### src/rtl/datamem_pkg.sv
`default_nettype none
// ============================================================================
// Module   : datamem_pkg
// Purpose  : Shared types, limits and helpers for the datamem_sync memory.
//            - state_t     : controller states (ST_INIT, ST_RUN)
//            - MAX_RD_LAT  : largest supported response latency
//            - MAX_DATA_W  : widest word be_merge can handle
//            - be_merge()  : byte-enable merge of write data into a word
// Revision : 1.0 - initial release
// ============================================================================
package datamem_pkg;

   typedef enum logic [0:0] {
      ST_INIT = 1'b0,
      ST_RUN  = 1'b1
   } state_t;

   localparam int MAX_RD_LAT = 4;

   // be_merge works on a fixed maximum width; callers zero-extend their
   // operands and truncate the result back to their own word width.
   localparam int MAX_DATA_W = 128;
   localparam int MAX_BE_W   = MAX_DATA_W / 8;

   function automatic logic [MAX_DATA_W-1:0] be_merge(
      input logic [MAX_DATA_W-1:0] old,
      input logic [MAX_DATA_W-1:0] wdata,
      input logic [MAX_BE_W-1:0]   be
   );
      logic [MAX_DATA_W-1:0] res;
      res = old;
      for (int i = 0; i < MAX_BE_W; i++) begin
         if (be[i]) begin
            res[8*i +: 8] = wdata[8*i +: 8];
         end
      end
      return res;
   endfunction

endpackage : datamem_pkg
`default_nettype wire

### src/rtl/datamem_pipe.sv
`default_nettype none
// ============================================================================
// Module   : datamem_pipe
// Purpose  : Valid-tagged delay line of LAT register stages. Valid bits and
//            payload are cleared asynchronously so nothing in flight survives
//            a reset.
// Ports    : clk_i     clock
//            rst_n_i   asynchronous active-low reset
//            valid_i   stage-0 valid input
//            data_i    stage-0 payload input ({err, rdata} in datamem_sync)
//            valid_o   valid leaving the last stage
//            data_o    payload leaving the last stage
// Revision : 1.0 - initial release
// ============================================================================
module datamem_pipe #(
   parameter int W   = 17,
   parameter int LAT = 2
) (
   input  logic         clk_i,
   input  logic         rst_n_i,
   input  logic         valid_i,
   input  logic [W-1:0] data_i,
   output logic         valid_o,
   output logic [W-1:0] data_o
);

   logic [LAT-1:0]        valid_q;
   logic [LAT-1:0][W-1:0] data_q;

   always_ff @(posedge clk_i or negedge rst_n_i) begin
      if (!rst_n_i) begin
         valid_q <= '0;
         data_q  <= '0;
      end else begin
         valid_q[0] <= valid_i;
         data_q[0]  <= data_i;
         for (int i = 1; i < LAT; i++) begin
            valid_q[i] <= valid_q[i-1];
            data_q[i]  <= data_q[i-1];
         end
      end
   end

   assign valid_o = valid_q[LAT-1];
   assign data_o  = data_q[LAT-1];

endmodule : datamem_pipe
`default_nettype wire

### src/rtl/datamem_sync.sv
`default_nettype none
// ============================================================================
// Module   : datamem_sync
// Purpose  : Parametrised synchronous data memory with valid/ready request
//            port, byte-enable writes, RD_LAT-cycle in-order responses,
//            out-of-range detection and optional zero-fill after reset.
// Ports    : clk_i         clock
//            rst_n_i       asynchronous active-low reset
//            req_valid_i   request present
//            req_ready_o   request can be accepted (high in ST_RUN)
//            req_we_i      1 = write, 0 = read
//            req_addr_i    word address
//            req_wdata_i   write data
//            req_be_i      write byte enables
//            rsp_valid_o   one-cycle response pulse per accepted request
//            rsp_rdata_o   read data (0 for writes and errors)
//            rsp_err_o     address was >= DEPTH
//            busy_o        initialisation in progress
// Revision : 1.0 - initial release
// ============================================================================
module datamem_sync
   import datamem_pkg::*;
#(
   parameter int DATA_W    = 16,
   parameter int ADDR_W    = 16,
   parameter int DEPTH     = 32,
   parameter int RD_LAT    = 1,
   parameter int INIT_ZERO = 1
) (
   input  logic                clk_i,
   input  logic                rst_n_i,
   input  logic                req_valid_i,
   output logic                req_ready_o,
   input  logic                req_we_i,
   input  logic [ADDR_W-1:0]   req_addr_i,
   input  logic [DATA_W-1:0]   req_wdata_i,
   input  logic [DATA_W/8-1:0] req_be_i,
   output logic                rsp_valid_o,
   output logic [DATA_W-1:0]   rsp_rdata_o,
   output logic                rsp_err_o,
   output logic                busy_o
);

   localparam int IDX_W = (DEPTH > 1) ? $clog2(DEPTH) : 1;
   // One bit wider than the address so DEPTH == 2**ADDR_W is representable.
   localparam logic [ADDR_W:0]  DEPTH_EXT = (ADDR_W+1)'(DEPTH);
   localparam logic [IDX_W-1:0] CNT_LAST  = IDX_W'(DEPTH - 1);

   // ------------------------------------------------------------------
   // Elaboration-time parameter checks
   // ------------------------------------------------------------------
   if (DATA_W % 8 != 0) begin : g_chk_data_w
      $error("datamem_sync: DATA_W must be a multiple of 8");
   end
   if (DATA_W > MAX_DATA_W) begin : g_chk_data_max
      $error("datamem_sync: DATA_W exceeds MAX_DATA_W");
   end
   if (RD_LAT < 1 || RD_LAT > MAX_RD_LAT) begin : g_chk_rd_lat
      $error("datamem_sync: RD_LAT out of range 1..MAX_RD_LAT");
   end
   if (DEPTH < 1 || DEPTH > (2 ** ADDR_W)) begin : g_chk_depth
      $error("datamem_sync: DEPTH must satisfy 1 <= DEPTH <= 2**ADDR_W");
   end

   // ------------------------------------------------------------------
   // Controller FSM
   // ------------------------------------------------------------------
   state_t           state_q, state_d;
   logic [IDX_W-1:0] cnt_q, cnt_d;
   logic             w_init_we;

   always_ff @(posedge clk_i or negedge rst_n_i) begin
      if (!rst_n_i) begin
         state_q <= ST_INIT;
         cnt_q   <= '0;
      end else begin
         state_q <= state_d;
         cnt_q   <= cnt_d;
      end
   end

   always_comb begin
      state_d   = state_q;
      cnt_d     = cnt_q;
      w_init_we = 1'b0;
      case (state_q)
         ST_INIT: begin
            if (INIT_ZERO != 0) begin
               w_init_we = 1'b1;
               if (cnt_q == CNT_LAST) begin
                  state_d = ST_RUN;
                  cnt_d   = '0;
               end else begin
                  cnt_d = cnt_q + 1'b1;
               end
            end else begin
               state_d = ST_RUN;
            end
         end
         ST_RUN: begin
            state_d = ST_RUN;
         end
         default: begin
            state_d = ST_INIT;
         end
      endcase
   end

   // Decoded straight from the state flop, so both are register outputs and
   // change on the same edge.
   assign req_ready_o = (state_q == ST_RUN);
   assign busy_o      = (state_q == ST_INIT);

   // ------------------------------------------------------------------
   // Request decode
   // ------------------------------------------------------------------
   logic [DATA_W-1:0] mem_q [DEPTH];

   logic              w_accept;
   logic              w_in_range;
   logic [IDX_W-1:0]  w_idx;
   logic [DATA_W-1:0] w_rd_word;
   logic [DATA_W-1:0] w_merged;
   logic              w_mem_we;
   logic [DATA_W-1:0] w_rsp_rdata;

   assign w_accept   = req_valid_i && (state_q == ST_RUN);
   // Full-width compare: high address bits must never alias into range.
   assign w_in_range = ({1'b0, req_addr_i} < DEPTH_EXT);
   assign w_idx      = req_addr_i[IDX_W-1:0];
   assign w_rd_word  = mem_q[w_idx];
   assign w_merged   = DATA_W'(be_merge(MAX_DATA_W'(w_rd_word),
                                        MAX_DATA_W'(req_wdata_i),
                                        MAX_BE_W'(req_be_i)));
   assign w_mem_we   = w_accept && req_we_i && w_in_range;
   assign w_rsp_rdata = (!req_we_i && w_in_range) ? w_rd_word : '0;

   // Storage has no reset; zero-fill is done by the ST_INIT sweep instead.
   always_ff @(posedge clk_i) begin
      if (w_init_we) begin
         mem_q[cnt_q] <= '0;
      end else if (w_mem_we) begin
         mem_q[w_idx] <= w_merged;
      end
   end

   // ------------------------------------------------------------------
   // Response pipeline. Stage 0 is the sample taken at the accept edge; the
   // remaining RD_LAT stages deliver it RD_LAT edges later.
   // ------------------------------------------------------------------
   logic [DATA_W:0] w_pipe_out;

   datamem_pipe #(
      .W   (DATA_W + 1),
      .LAT (RD_LAT + 1)
   ) u_pipe (
      .clk_i   (clk_i),
      .rst_n_i (rst_n_i),
      .valid_i (w_accept),
      .data_i  ({!w_in_range, w_rsp_rdata}),
      .valid_o (rsp_valid_o),
      .data_o  (w_pipe_out)
   );

   assign rsp_err_o   = w_pipe_out[DATA_W];
   assign rsp_rdata_o = w_pipe_out[DATA_W-1:0];

endmodule : datamem_sync
`default_nettype wire

### config.mk
export PLATFORM = sky130hd
export DESIGN_NAME = datamem_sync
export DESIGN_NICKNAME = d
export VERILOG_FILES = /design/src/rtl/datamem_pkg.sv /design/src/rtl/datamem_pipe.sv /design/src/rtl/datamem_sync.sv
export SDC_FILE = /design/constraint.sdc
export NUM_CORES = 1
export LEC_CHECK = 0
export ABC_AREA = 1
export CORE_MARGIN = 2
export CORE_UTILIZATION = 29
export CTS_BUF_LIST = sky130_fd_sc_hd__clkbuf_8
export CTS_CLUSTER_SIZE = 16
export DETAILED_ROUTE_END_ITERATION = 6
export HOLD_SLACK_MARGIN = 0.08
export PLACE_DENSITY = 0.45
export SYNTH_ARGS = -nofsm -noshare
export SYNTH_HDL_FRONTEND = slang
export SYNTH_HIERARCHICAL = 1
export SYNTH_SLANG_ARGS = --single-unit
### constraint.sdc
create_clock -name clk_i -period 3.1 [get_ports clk_i]
set_clock_uncertainty 0.1 [all_clocks]
set_input_delay 0.465 -clock clk_i [delete_from_list [all_inputs] [get_ports clk_i]]
set_output_delay 0.465 -clock clk_i [all_outputs]
set_load 0.01 [all_outputs]
==> results of run 1 <==
metal layers:
metal / track usage, % / wire length, um / up-vias
li1: - / - / 7884
met1: 22.85 / 32420 / 7734
met2: 25.55 / 31770 / 467
met3: 3.139 / 4323 / 89
met4: 5.416 / 1551 / 0
met5: 0 / 0 / -
power breakdown:
part	leakage, nW	internal, mW	switching, mW
registers	6.45	8.05	0.000284
clock network	0.986	3.33	3.00
logic	4.78	0.268	0.572
worst max-delay path by stage:
| stage | from | end | slack, ns | cells past startpoint |
|---|---|---|---|---|
| final | req_ready_o | busy_o | 0.42 | 3 |
| after global routing | req_ready_o | busy_o | 0.35 | 3 |
| after CTS | req_ready_o | busy_o | 0.36 | 3 |
| after detailed placement | req_addr_i[6] | mem_q[19][1] | 0.003 | 11 |
| after global placement | req_addr_i[6] | mem_q[18][3] | -0.01 | 11 |
| after floorplan | req_addr_i[0] | mem_q[0][14] | 0.28 | 13 |
worst max-delay path: cells and delay by family (launching register included):
kind	cells	cell delay, ns
buf+inv	3	1.04
flops	1	0.39
layout make-up:
class | instances | share of cell area, %
Antenna cell | 1 | 0.008770
Clock buffer | 97 | 4.679
Clock inverter | 72 | 1.583
Inverter | 426 | 5.631
Multi-Input combinational cell | 1272 | 19.08
Sequential cell | 554 | 57.57
Tap cell | 1070 | 4.692
Timing Repair Buffer | 162 | 6.758
sequential cells by signal, summed over array words and instances, names as in the netlist:
name            flops
u_pipe/data_o      17
u_pipe/data_q      17
req_ready_o         1
mem_q             512
u_pipe/valid_q      2
cnt_q               5
cells in the final DEF (no fill, tap or decap), types with 2 or more instances in the layout:
cell / synthesis / routed
o22ai_1: 2 / 2
buf_12: 1 / 46
nand2_1: 736 / 736
clkinv_2: 0 / 21
or2_2: 30 / 30
o21ai_1: 3 / 3
clkinvlp_4: 0 / 5
inv_6: 0 / 2
dfrtp_1: 42 / 42
edfxtp_1: 512 / 512
bufinv_16: 0 / 5
nor2_1: 71 / 71
nand3_1: 397 / 397
nor2_2: 3 / 3
clkinv_1: 1 / 23
inv_1: 423 / 439
inv_2: 2 / 2
ha_1: 2 / 2
nand2_2: 2 / 2
buf_2: 56 / 2
o21ai_2: 2 / 2
clkbuf_8: 0 / 98
a21oi_1: 16 / 15
clkdlybuf4s50_1: 0 / 53
o21ai_0: 3 / 3
buf_4: 20 / 59
per-stage QoR:
step                      setup slack [ns]  hold WS (ns)  power, mW  cell area [um^2]  utilization (%)
final                               0.4229        0.2396      15.22             28530            34.64
after global routing                0.3500        0.2530      15.80             28530            34.64
after CTS                           0.3592        0.1631      15.42             28530            34.64
after detailed placement          0.003178        0.2363      9.044             26730            32.45
after global placement            -0.01468        0.2340      9.049             26730            32.45
after floorplan                     0.2833       0.06941      8.717             24200                -
kinds of logic after synthesis:
kind of cell	count (synthesis)
and+or+nand+nor	1242
AOI/OAI and AO/OA	27
buffers and inverters	558
adders and majority gates	2
xor gates and xnor gates	1
DFF	554
==> results.sh, run 1 <==
export IMPL_status="complete, no violations"
export IMPL_fin_nets=2547
export IMPL_yosysTopAreaCellShare_pct=63.52
export IMPL_rsz0062_at_grt="no"
export IMPL_drive_above_1_share_pct=10.84
export IMPL_tightest_slew_ns=0.9754
export IMPL_cts_resized=0
export IMPL_slowest_delay_ns=0.61
export IMPL_synth_top_cells_by_area="edfxtp_1, nand2_1, nand3_1"
export IMPL_synth_area_um2=24200
export IMPL_setup_viol=0
export IMPL_boundaryPins=58
export IMPL_syn_nets=2424
export IMPL_post_route_drc_count=0
export IMPL_clk_latency_ns=0.68
export IMPL_routed_via_density=4.426
export IMPL_synth_distinct_cells=28
export IMPL_finalMaxSlewViolations=0
export IMPL_dr_total_vias=16170
export IMPL_muxShareOfSynthArea_pct=0
export IMPL_fin_crit_ns=2.677
export IMPL_period_share_pct=86.36
export IMPL_synthToLayoutAreaGrowth_pct=17.88
export IMPL_synth_seq_cells=554
export IMPL_synth_seq_area_share_pct=67.86
export IMPL_reg2reg_from="req_ready_o"
export IMPL_ctsHtreeMaxLevel=3
export IMPL_wl_per_cell_um=19.17
export IMPL_post_cts_buffers=0
export IMPL_post_synth_fa_ha_maj_area_fraction_pct=0.1034
export IMPL_fmaxAchievable_ghz=0.3735
export IMPL_hold_path_startpoint="req_valid_i"
export IMPL_endpoint_kind="output pin"
export IMPL_grt_pass1_wl_um=103400
export IMPL_post_dp_hpwl_um=44080
export IMPL_cts_tree="built"
export IMPL_irDropWorstVdd_uv=241.8
export IMPL_coreArea_um2=82370
export IMPL_critPathLaunchType="flop"
export IMPL_die_area_um2=85790
export IMPL_synth_compound_area_share_pct=0.6100
export IMPL_final_hold_viol_count=0
export IMPL_synth_area_per_cell_um2=10.15
export IMPL_synth_top_family_by_area="simple AND/OR/NAND/NOR gates"
export IMPL_grt_overflow_total=0
export IMPL_hold_path_depth=3
export IMPL_crit_chain="buf_4 -> inv_1 -> clkdlybuf4s50_1"
export IMPL_clock_sinks=554
export IMPL_synthSimpleGateAreaFrac_pct=21.73
export IMPL_grt_start_max_net_pins=80
export IMPL_reg2reg_to="mem_q[19][13]"
export IMPL_port_buffers=57
export IMPL_grt_usage_pct=16.36
export IMPL_synth_warnings=6
export IMPL_power_density_nw_per_um2=533.4
export IMPL_ctsRootBufferMaster="clkbuf_8"
export IMPL_ys_flop_type="edfxtp_1"
export IMPL_maxCapViolCount=0
export IMPL_synth_xor_area_share_pct=0.03619
export IMPL_clockBufferDepth=3
export IMPL_synth_commonest_cells="nand2_1, edfxtp_1, inv_1"
export IMPL_wl_um=70070
export IMPL_async_reset_ff_share_pct=7.581
export IMPL_ctsHoldBuffers=1
export IMPL_drtPass1Iterations=5
export IMPL_grt_pass1_vias=16140
export IMPL_dieHeight_um=292.9
export IMPL_drt_first_iter_violations=1564
export IMPL_core_rowCount=105
export IMPL_final_cell_count_no_fill=3654
export IMPL_fp_dieW_um=292.9
export IMPL_crit_path_max_fanout=6
export IMPL_fin_setup_tns_ns=0
export IMPL_clk_pin_slew_worst_paths_ns=0.06
export IMPL_nFillCells=8288
export IMPL_routabilityCongestion=0.8524
export IMPL_cts_buffers=91
export IMPL_crit_arrival_ns=2.11
export IMPL_crit_type="reg -> out"
export IMPL_leakage_nw=12.21
export IMPL_postSynthCellCount=2384
export IMPL_hold_end="u_pipe/valid_q[0]"
export IMPL_regArea_um2=16430
export IMPL_place_inst=3483
export IMPL_start_util_pct=29.38
export IMPL_synth_edf_count=512
export IMPL_slew_headroom_pct=34.98
export IMPL_yosysTopAreaCell="edfxtp_1"
export IMPL_r2r_worst_path_cells=9
export IMPL_synth_most_common_cell="nand2_1"
export IMPL_crit_path_top_delay_cell="clkdlybuf4s50_1"
export IMPL_multiInputGateArea_um2=5444
export IMPL_hold_class="in -> reg"
export IMPL_required_ns=2.53
export IMPL_ff2ff_setup_slack_ns=0.57
export IMPL_final_antenna_net_count=0
export IMPL_antenna_found_initial=5
Power figures use the tool's default switching activity.
==> run 2, diff against run 1 <==
Settings changed: CTS_CLUSTER_DIAMETER set to 100, HOLD_SLACK_MARGIN 0.08 to unset.
==> results.sh, run 2 (same netlist as run 1, synthesis figures left out) <==
export IMPL_status="complete, no violations"
export IMPL_crit_chain="buf_4 -> inv_1 -> clkdlybuf4s50_1"
export IMPL_rsz0062_at_grt="no"
export IMPL_final_antenna_net_count=0
export IMPL_grt_pass1_vias=15510
export IMPL_ctsHtreeMaxLevel=2
export IMPL_synthToLayoutAreaGrowth_pct=13.10
export IMPL_fp_dieW_um=292.9
export IMPL_coreArea_um2=82370
export IMPL_cts_buffers=40
export IMPL_crit_path_max_fanout=6
export IMPL_start_util_pct=29.38
export IMPL_slowest_delay_ns=0.61
export IMPL_post_route_drc_count=0
export IMPL_fmaxAchievable_ghz=0.3778
export IMPL_clock_sinks=554
export IMPL_setup_viol=0
export IMPL_grt_start_max_net_pins=80
export IMPL_cts_tree="built"
export IMPL_slew_headroom_pct=34.56
export IMPL_grt_pass1_wl_um=102000
export IMPL_fin_crit_ns=2.647
export IMPL_irDropWorstVdd_uv=222.9
export IMPL_clockBufferDepth=3
export IMPL_ctsHoldBuffers=1
export IMPL_clk_pin_slew_worst_paths_ns=0.10
export IMPL_power_mw=12.45
export IMPL_wl_per_cell_um=19.54
export IMPL_met1_length_um=32220
export IMPL_die_area_um2=85790
export IMPL_endpoint_kind="output pin"
export IMPL_dr_total_vias=15850
export IMPL_largest_reg_flops=512
export IMPL_post_cts_buffers=0
export IMPL_crit_arrival_ns=2.08
export IMPL_critPathLaunchType="flop"
export IMPL_wl_um=69210
export IMPL_maxCapViolCount=0
export IMPL_fin_setup_tns_ns=0
export IMPL_finalMaxSlewViolations=0
export IMPL_postPlaceCellArea_um2=26730
export IMPL_routabilityCongestion=0.8524
export IMPL_fin_nets=2496
export IMPL_post_dp_hpwl_um=44080
export IMPL_leakage_nw=11.61
export IMPL_crit_path_top_delay_cell="clkdlybuf4s50_1"
export IMPL_final_area_um2=27380
export IMPL_hold_class="reg -> reg"
export IMPL_port_buffers=57
export IMPL_finish_utilization_pct=33.23
export IMPL_drt_first_iter_violations=1405
export IMPL_cts_resized=0
export IMPL_boundaryPins=58
export IMPL_regMostFlops="mem_q"
export IMPL_mostFrequentLayoutCells="nand2_1, edfxtp_1, inv_1"
export IMPL_wl_met2_um=31490
export IMPL_grt_overflow_total=0
export IMPL_grt_usage_pct=16.07
export IMPL_final_hold_viol_count=0
export IMPL_drtPass1Iterations=5
export IMPL_period_share_pct=85.39
export IMPL_crit_type="reg -> out"
export IMPL_dieHeight_um=292.9
export IMPL_required_ns=2.53
export IMPL_power_density_nw_per_um2=454.9
export IMPL_cp_top_family="buffers and inverters"
export IMPL_clk_latency_ns=0.65
export IMPL_antenna_found_initial=6
export IMPL_wl_met3_um=4289
export IMPL_routed_via_density=4.476
export IMPL_path_buf_inv=3
export IMPL_ctsRootBufferMaster="clkbuf_8"
export IMPL_tightest_slew_ns=0.9817
export IMPL_top_layer="met4"
export IMPL_drive_above_1_share_pct=7.811
export IMPL_core_rowCount=105
export IMPL_layout_commonest_cell="nand2_1"
## run 2: area by class of cell
type | count | area (um^2)
diodes | 1 | 2.502
clock buffers | 41 | 564.3
clock inverters | 16 | 65.06
fillers | 8347 | 55000
inverters | 426 | 1607
multi-input cells | 1272 | 5444
flip-flops and latches | 554 | 16430
well taps | 1070 | 1339
repair buffers | 162 | 1928
## run 2: final timing paths
| path | from | end | slack [ns] | cells after the start |
|---|---|---|---|---|
| setup / recovery | req_ready_o | busy_o | 0.45 | 3 |
| setup reg to reg | req_ready_o | mem_q[19][13] | 0.55 | 9 |
| hold reg to reg | u_pipe/valid_q[0] | u_pipe/valid_q[1] | 0.26 | 0 |
| max in group asynchronous | rst_n_i | u_pipe/data_o[9] | 1.85 | 2 |
| min in group asynchronous | rst_n_i | req_ready_o | 0.43 | 2 |
| hold / removal | u_pipe/valid_q[0] | u_pipe/valid_q[1] | 0.26 | 0 |
## run 2: power breakdown
group,leakage [nW],internal [mW],total [mW],switching (mW)
Sequential,6.45,8.03,8.03,0.000284
Combinational,4.78,0.268,0.839,0.572
Clock,0.379,1.22,3.58,2.36
Total,11.6,9.52,12.5,2.93
## run 2: per-stage QoR
stage	worst slack [ns]	hold slack, ns	instances
floorplan	0.2833	0.06941	2384
global placement	-0.01468	0.2340	3483
detailed placement	0.003178	0.2363	3483
CTS	0.3975	0.2154	3541
global route	0.3481	0.2624	3542
finish	0.4528	0.2564	3542
## run 2: worst reg2reg max path: stages (launching register included)
cell     delay (ns)
dfrtp_1        0.38
nand2_1        0.08
nor2_1         0.28
nand3_1        0.13
buf_4          0.21
o21ai_1        0.28
nand3_1        0.18
buf_4          0.19
nor2_1         0.23
buf_12         0.20
## run 2: metal layers
layer  up-vias  track usage [%]
met2       429            25.49
li1       7709                -
met1      7649            23.02
met3        66            2.761
met5         -                0
met4         0            3.502
